--- config.mk ---
export PLATFORM = sky130hd
export DESIGN_NAME = image_ram_ctrl
export DESIGN_NICKNAME = d
export VERILOG_FILES = /design/src/rtl/image_ram_ctrl.sv
export SDC_FILE = /design/constraint.sdc
export NUM_CORES = 1
export LEC_CHECK = 0
export ABC_AREA = 1
export CAP_MARGIN = 30
export CORE_ASPECT_RATIO = 2
export CORE_MARGIN = 4
export CORE_UTILIZATION = 39
export DETAILED_ROUTE_END_ITERATION = 10
export GPL_ROUTABILITY_DRIVEN = 0
export PLACE_DENSITY = 0.85
export SYNTH_ARGS = -nofsm -noshare
export SYNTH_HDL_FRONTEND = slang
export SYNTH_SLANG_ARGS = --single-unit
--- constraint.sdc ---
create_clock -name clock -period 2.1 [get_ports clock]
set_clock_uncertainty 0.05 [all_clocks]
set_input_delay 0.42 -clock clock [delete_from_list [all_inputs] [get_ports clock]]
set_output_delay 0.42 -clock clock [all_outputs]
set_load 0.05 [all_outputs]
--- src/rtl/image_ram_ctrl.sv ---
// image_ram_ctrl
//   Double-buffer controller for a 2*2^BANK_AW x DW image RAM with one write
//   port and one registered (1-cycle) read port. The display reads the front
//   bank while the host fills the back bank; banks swap only on frame_start
//   after the host has committed.
//
//   Optional feature macro: IMAGE_RAM_READBACK_EN
//     defined   : host reads go through the RAM read port (display has priority)
//     undefined : host reads are acked one cycle after accept with zero data
//
// Ports
//   clock, reset          sole clock, synchronous active-high reset
//   host_req/we/addr/wdata host access request (held until host_ack)
//   host_ack, host_rdata  one-cycle completion pulse, read data (held)
//   host_commit           request a bank swap at the next frame_start
//   frame_start           frame boundary pulse from VGA timing
//   disp_en, disp_addr    display read request into the front bank
//   disp_data, disp_valid display read data (= ram_q), valid 2 cycles after disp_en
//   front_bank            bank currently displayed
//   swap_pending          commit seen, swap not yet performed
//   ram_*                 registered RAM write/read port drives, ram_q read data
module image_ram_ctrl #(
  parameter int BANK_AW = 9,
  parameter int DW      = 8
) (
  input  logic               clock,
  input  logic               reset,
  input  logic               host_req,
  input  logic               host_we,
  input  logic [BANK_AW-1:0] host_addr,
  input  logic [DW-1:0]      host_wdata,
  output logic               host_ack,
  output logic [DW-1:0]      host_rdata,
  input  logic               host_commit,
  input  logic               frame_start,
  input  logic               disp_en,
  input  logic [BANK_AW-1:0] disp_addr,
  output logic [DW-1:0]      disp_data,
  output logic               disp_valid,
  output logic               front_bank,
  output logic               swap_pending,
  output logic [BANK_AW:0]   ram_wraddress,
  output logic [DW-1:0]      ram_data,
  output logic               ram_wren,
  output logic [BANK_AW:0]   ram_rdaddress,
  input  logic [DW-1:0]      ram_q
);

`ifdef IMAGE_RAM_READBACK_EN
  typedef enum logic [2:0] {IDLE, WR_DONE, RD_WAIT, RD_ADDR, RD_DATA} state_t;
`else
  typedef enum logic {IDLE, WR_DONE} state_t;
`endif

  state_t             r_state;
  state_t             w_state_nxt;
  logic               w_wr_accept;
  logic               w_ack_nxt;
  logic               r_host_ack;
  logic [DW-1:0]      r_host_rdata;
  logic               r_wren;
  logic [BANK_AW:0]   r_wraddress;
  logic [DW-1:0]      r_data;
  logic [BANK_AW:0]   r_rdaddress;
  logic               r_dv1;
  logic               r_dv2;
  logic               r_front_bank;
  logic               r_swap_pending;
`ifdef IMAGE_RAM_READBACK_EN
  logic               w_rd_grant;
  logic               w_rd_done;
`endif

  // Next-state / control. IDLE ignores host_req while host_ack is high: after
  // a read the host still holds host_req in the ack cycle and must not be
  // re-accepted.
  always_comb begin
    w_state_nxt = r_state;
    w_wr_accept = 1'b0;
    w_ack_nxt   = 1'b0;
`ifdef IMAGE_RAM_READBACK_EN
    w_rd_grant  = 1'b0;
    w_rd_done   = 1'b0;
`endif
    case (r_state)
      IDLE: begin
        if (host_req && !r_host_ack) begin
          if (host_we) begin
            w_wr_accept = 1'b1;
            w_ack_nxt   = 1'b1;
            w_state_nxt = WR_DONE;
          end else begin
`ifdef IMAGE_RAM_READBACK_EN
            if (!disp_en) begin
              w_rd_grant  = 1'b1;
              w_state_nxt = RD_ADDR;
            end else begin
              w_state_nxt = RD_WAIT;
            end
`else
            // No readback path: complete the read immediately with zero data.
            w_ack_nxt   = 1'b1;
            w_state_nxt = WR_DONE;
`endif
          end
        end
      end
      WR_DONE: w_state_nxt = IDLE;
`ifdef IMAGE_RAM_READBACK_EN
      RD_WAIT: begin
        if (!disp_en) begin
          w_rd_grant  = 1'b1;
          w_state_nxt = RD_ADDR;
        end
      end
      RD_ADDR: w_state_nxt = RD_DATA;
      RD_DATA: begin
        w_rd_done   = 1'b1;
        w_ack_nxt   = 1'b1;
        w_state_nxt = IDLE;
      end
`endif
      default: w_state_nxt = IDLE;
    endcase
  end

  always_ff @(posedge clock) begin
    if (reset) begin
      r_state        <= IDLE;
      r_host_ack     <= 1'b0;
      r_host_rdata   <= '0;
      r_wren         <= 1'b0;
      r_wraddress    <= '0;
      r_data         <= '0;
      r_rdaddress    <= '0;
      r_dv1          <= 1'b0;
      r_dv2          <= 1'b0;
      r_front_bank   <= 1'b0;
      r_swap_pending <= 1'b0;
    end else begin
      r_state    <= w_state_nxt;
      r_host_ack <= w_ack_nxt;
      r_wren     <= w_wr_accept;

      // Host always targets the back bank as seen at accept time.
      if (w_wr_accept) begin
        r_wraddress <= {~r_front_bank, host_addr};
        r_data      <= host_wdata;
      end

      // Display owns the read port whenever disp_en is high; a host grant
      // only happens in cycles with disp_en low, so the two never collide.
      if (disp_en) begin
        r_rdaddress <= {r_front_bank, disp_addr};
      end
`ifdef IMAGE_RAM_READBACK_EN
      else if (w_rd_grant) begin
        r_rdaddress <= {~r_front_bank, host_addr};
      end

      if (w_rd_done) begin
        r_host_rdata <= ram_q;
      end
`endif

      r_dv1 <= disp_en;
      r_dv2 <= r_dv1;

      // A commit in the frame_start cycle swaps at once and never shows as pending.
      if (frame_start && (r_swap_pending || host_commit)) begin
        r_front_bank   <= ~r_front_bank;
        r_swap_pending <= 1'b0;
      end else if (host_commit) begin
        r_swap_pending <= 1'b1;
      end
    end
  end

  assign host_ack      = r_host_ack;
  assign host_rdata    = r_host_rdata;
  assign disp_data     = ram_q;
  assign disp_valid    = r_dv2;
  assign front_bank    = r_front_bank;
  assign swap_pending  = r_swap_pending;
  assign ram_wraddress = r_wraddress;
  assign ram_data      = r_data;
  assign ram_wren      = r_wren;
  assign ram_rdaddress = r_rdaddress;

endmodule

Word level (Yosys, flattened, before mapping) --
Index checks and enable logic that the tools add are counted.
Word-level totals: register bits 35, latch bits 0, RAM bits 0, bits in read-only memories 0, output and inout port bits 49, memories kept 0
Operators by class: add/sub/neg operators 0, multipliers 0, div/mod/pow operators 0, $lt $le $gt $ge 0, equality and inequality tests 0, shift operators 0, muxes and demuxes 5, bitwise operators 2, reduce and logical (&&, ||, !) cells 6
Operators by type and width (count):
- two-way mux 1 bit | 4
- OR reduction 2 bit | 2
- logical AND 1 bit | 2
- NOT 1 bit | 2
- case mux 1 bit (2 select lines) | 1
- logical NOT 1 bit | 1
- logical OR 1 bit | 1

Depth between registers and ports, before layout --
Gate-level depths: netlist of run 1.
depth after elaboration 4, gate-level depth with buffers 6, depth with buffers taken out 5

Least setup slack after synthesis of run 1 --
Ideal clock, no wire load.
path type register to register, from reg r_state, to reg r_data[0] (netlist: ram_data[0]), setup time 114 ps, arrival 1173 ps, slack 763 ps, stages on the path, launching flop included 7, path buffers 1, period minus slack after synthesis 1337 ps, cells stage by stage dfxtp_1 -> inv_1 -> nand3_4 -> buf_6 -> nand2_1 -> nand2_1 -> nor2_2
On the way: cells in the longest elaborated chain, start to end 1
Ends and longest elaborated chain:
- start, declared | RTL line 55 | state_t r_state;
- start signal, assigned | RTL line 141 | r_state <= w_state_nxt;
- two-way mux 1 bit | RTL line 85 | case (r_state)
- end signal, assigned | RTL line 148 | r_data <= host_wdata;
- end, declared | RTL line 63 | logic [DW-1:0] r_data;
Every way passes these cells. A chain may end at the register's enable or synchronous reset.

Worst setup path after layout of run 1 --
from reg r_front_bank (netlist: front_bank), to out front_bank
RTL lines:
- start, declared | RTL line 67 | logic r_front_bank;
- start signal, assigned | RTL line 171 | r_front_bank <= ~r_front_bank;
- end, declared | RTL line 40 | output logic front_bank,
No word-level cell between the ends.

==> metrics.txt, run 1 <==
total negative setup slack=0 ns; clock sinks=34; switching power summed over all nets=0.518 mW; DP HPWL=2330 um; Clock power frac=0.393; Skew-Pair Late Insertion Delay=0.28 ns; TritonCTS clock tree=done; share of total power in sequential cells=0.380; number of setup violations in the final report=0; critical path depth in cells=1; aggregate global-route resource usage=0.138; clock buffer count from CTS=5; library cell contributing the largest single delay on the critical path=sky130_fd_sc_hd__clkdlybuf4s50_1; number of I/O pins=90; setup repair after global routing missed its margin=no; ratio of cells with drive above 1 in the final layout=0.0551; effective utilization at floorplan=0.414; met3 demand-to-capacity share in global routing=0.0335; Antenna Diode Count=0; number of buffers and inverters on the critical path=1; global-route track usage on met2=0.262; mean number of vias per cell=4.21; layout-stage area growth over the synthesis result=49.1%; instance count after placement with tap cells included=294; hold path depth=2; DRT Wirelength=3120 um; post-synth top area share=0.476; overflow left after global routing=0; clk slew on worst S/H paths=0.07 ns; Worst Setup Path Type=reg2out; Critical Path Source Type=flip-flop; count of filler cells inserted in the layout=346; Critical R2R Capture=ram_data[0]$_SDFFE_PP0P_; highest ir drop seen on vdd=670 uV; class of the most critical hold timing path=reg2reg; min-delay src=r_dv1$_SDFF_PP0_; final hold slack=0.368 ns; family with the most delay on the worst path=buffers and inverters; DR pass1 iterations=4; total number of nets in the final design=294; average wire per cell in the routed design=10.3 um; time the worst path needs with I/O delays and setup=1.97 ns; crit share post-route=0.937; switching share of power=0.278; post-synthesis instance area=1430 um^2; actual transition at the worst max-transition pin=0.526 ns; Post-CTS Setup Bufs=0; largest net degree at the start of global routing=38; number of buffers inserted by port buffering=65; leakage power of the design=0.979 nW; root buffer selected by CTS=sky130_fd_sc_hd__clkbuf_8; cell count after synthesis=196; maximum frequency from static timing analysis=508 MHz; leading area contributor after synthesis=sky130_fd_sc_hd__dfxtp_1; number of antenna violations at the first check in global routing=0; source of the critical timing path=front_bank$_SDFFE_PP0P_; width of the chip=50.8 um; final hold vios=0; type of destination of the critical path=primary output; post-CTS sizing=0; # Max-Cap Violations=0; warnings from Yosys=0; DIE HEIGHT=93.6 um; critical path data arrival time=1.50 ns; wire length of the first global-routing pass=5070 um; share of the yosys chip area belonging to registers=0.476; peak per-stage delay on the critical path=0.82 ns; total of flip-flops plus latches after synthesis=34; start of the worst register-to-register path=r_state$_SDFF_PP0_; Netlist cell types=17; Rel. slew slack=0.649; maximum buffer depth of the clock tree=2; crit path capture=front_bank; most used routing layer in global routing=met2; area of the multi-input gates=495 um^2; crit path cell chain=clkdlybuf4s50_1; top area cells in the synthesized netlist=sky130_fd_sc_hd__dfxtp_1, sky130_fd_sc_hd__nor2_1, sky130_fd_sc_hd__nand2_1; run status=complete, no violations; Final Util=0.617; Die Area=4750 um^2; M1 GR Usage=0.132; vias after detailed routing=1272; cell row count=30; area taken by flip-flops and latches=681 um^2; max-slew violation total from the final report=0; Final Non-Filler Cells=302; cell depth of the worst flop-to-flop path=4; worst-case register-to-register setup slack=0.92 ns; post-route ant nets=0; CP Data Required Time=1.63 ns; Initial DRC Count=13; combinational share of power=0.227; DRC errors left=0; hold buffers post-CTS=0; highest fanout seen on the critical path=4; area of the core region=3450 um^2; H-tree depth=2; power density normalized to cell area=875 nW/um^2; internal power summed over all cells=1.35 mW; Post-Syn Area per Cell=7.29 um^2; via count of the first global-routing pass=1205
cell usage in the layout, fill, tap and decap left out:
| master | instances |
|---|---|
| sky130_fd_sc_hd__buf_4 | 1 |
| sky130_fd_sc_hd__bufinv_16 | 2 |
| sky130_fd_sc_hd__clkdlybuf4s50_1 | 65 |
| sky130_fd_sc_hd__nor2_1 | 57 |
| sky130_fd_sc_hd__inv_1 | 23 |
| sky130_fd_sc_hd__dfxtp_1 | 34 |
| sky130_fd_sc_hd__nand2_2 | 1 |
| sky130_fd_sc_hd__o21ai_0 | 10 |
| sky130_fd_sc_hd__clkbuf_8 | 6 |
| sky130_fd_sc_hd__nand3_1 | 1 |
| sky130_fd_sc_hd__nand2_1 | 38 |
| sky130_fd_sc_hd__conb_1 | 8 |
| sky130_fd_sc_hd__nor2_2 | 2 |
| sky130_fd_sc_hd__clkinv_1 | 1 |
| sky130_fd_sc_hd__a21oi_1 | 2 |
| sky130_fd_sc_hd__nor3b_1 | 1 |
| sky130_fd_sc_hd__inv_2 | 1 |
| sky130_fd_sc_hd__nand3_4 | 1 |
state kept, by name, summed over array words and instances, names as in the netlist:
| signal | flops |
|---|---|
| ram_data | 8 |
| swap_pending | 1 |
| r_dv1 | 1 |
| front_bank | 1 |
| ram_wraddress | 10 |
| r_state | 1 |
| disp_valid | 1 |
| ram_rdaddress | 10 |
| ram_wren | 1 |
metal layers:
| layer | vias up | part of all wire |
|---|---|---|
| met5 | - | 0 |
| met4 | 0 | 0.018 |
| met3 | 10 | 0.072 |
| met2 | 48 | 0.56 |
| met1 | 554 | 0.35 |
| li1 | 660 | - |
cells by family (layout without fill, tap and decap cells):
kind of cell	after synthesis	after routing	synth area share
AO/OA/AOI/OAI	12	12	0.0420
buffers and inverters	48	99	0.195
flip-flops	34	34	0.476
other	1	8	0.00262
AND/OR/NAND/NOR	101	101	0.284
worst min-delay path by stage:
stage / end
2_1_floorplan: disp_valid$_SDFF_PP0_
3_3_place_gp: disp_valid$_SDFF_PP0_
3_5_place_dp: disp_valid$_SDFF_PP0_
4_1_cts: disp_valid$_SDFF_PP0_
5_1_grt: disp_valid$_SDFF_PP0_
6_report: disp_valid$_SDFF_PP0_
per-stage QoR:
step | area (um^2) | power (mW) | setup slack, ns
floorplan | 1460 | 1.05 | 0.763
global placement | 1990 | 1.14 | 0.341
detailed placement | 1990 | 1.15 | 0.341
CTS | 2130 | 1.88 | 0.117
global route | 2130 | 1.95 | 0.0751
finish | 2130 | 1.86 | 0.133
power groups by stage:
stage | Clock [mW] | Sequential (mW) | Combinational (mW)
after global routing | 0.785 | 0.715 | 0.450
final | 0.734 | 0.709 | 0.422
after global placement | 0 | 0.722 | 0.422
after CTS | 0.747 | 0.709 | 0.427
after detailed placement | 0 | 0.723 | 0.425
after floorplan | 0 | 0.869 | 0.179
layout make-up:
type                    instances  area share
clock inverters                 2      0.0282
repair buffers                 66       0.309
clock buffers                   6      0.0388
multi-input cells             121       0.233
inverters                      25      0.0440
flip-flops and latches         34       0.319
well taps                      48      0.0282
synthesized netlist by cell type:
library cell               count
sky130_fd_sc_hd__buf_2         1
sky130_fd_sc_hd__buf_6         4
sky130_fd_sc_hd__a21oi_1       2
sky130_fd_sc_hd__o21ai_0      10
sky130_fd_sc_hd__nand3_4       1
sky130_fd_sc_hd__dfxtp_1      34
sky130_fd_sc_hd__nor3b_1       1
sky130_fd_sc_hd__inv_2         1
sky130_fd_sc_hd__nand3_1       1
sky130_fd_sc_hd__nor2_1       57
sky130_fd_sc_hd__inv_1        23
sky130_fd_sc_hd__clkinv_1      1
sky130_fd_sc_hd__nor2_2        2
sky130_fd_sc_hd__conb_1        1
sky130_fd_sc_hd__nand2_1      38
sky130_fd_sc_hd__nand2_2       1
sky130_fd_sc_hd__buf_4        18
(Power assumes the default switching activity.)
==> run 2: changes to the inputs <==
--- a/config.mk
+++ b/config.mk
@@ -10,6 +10,7 @@
 export CORE_ASPECT_RATIO = 2
 export CORE_MARGIN = 4
 export CORE_UTILIZATION = 39
+export CTS_CLUSTER_DIAMETER = 60
 export DETAILED_ROUTE_END_ITERATION = 10
 export GPL_ROUTABILITY_DRIVEN = 0
 export PLACE_DENSITY = 0.85
==> results of run 2 <==
The final DEF is identical to that of run 1; final timing and power are the same.
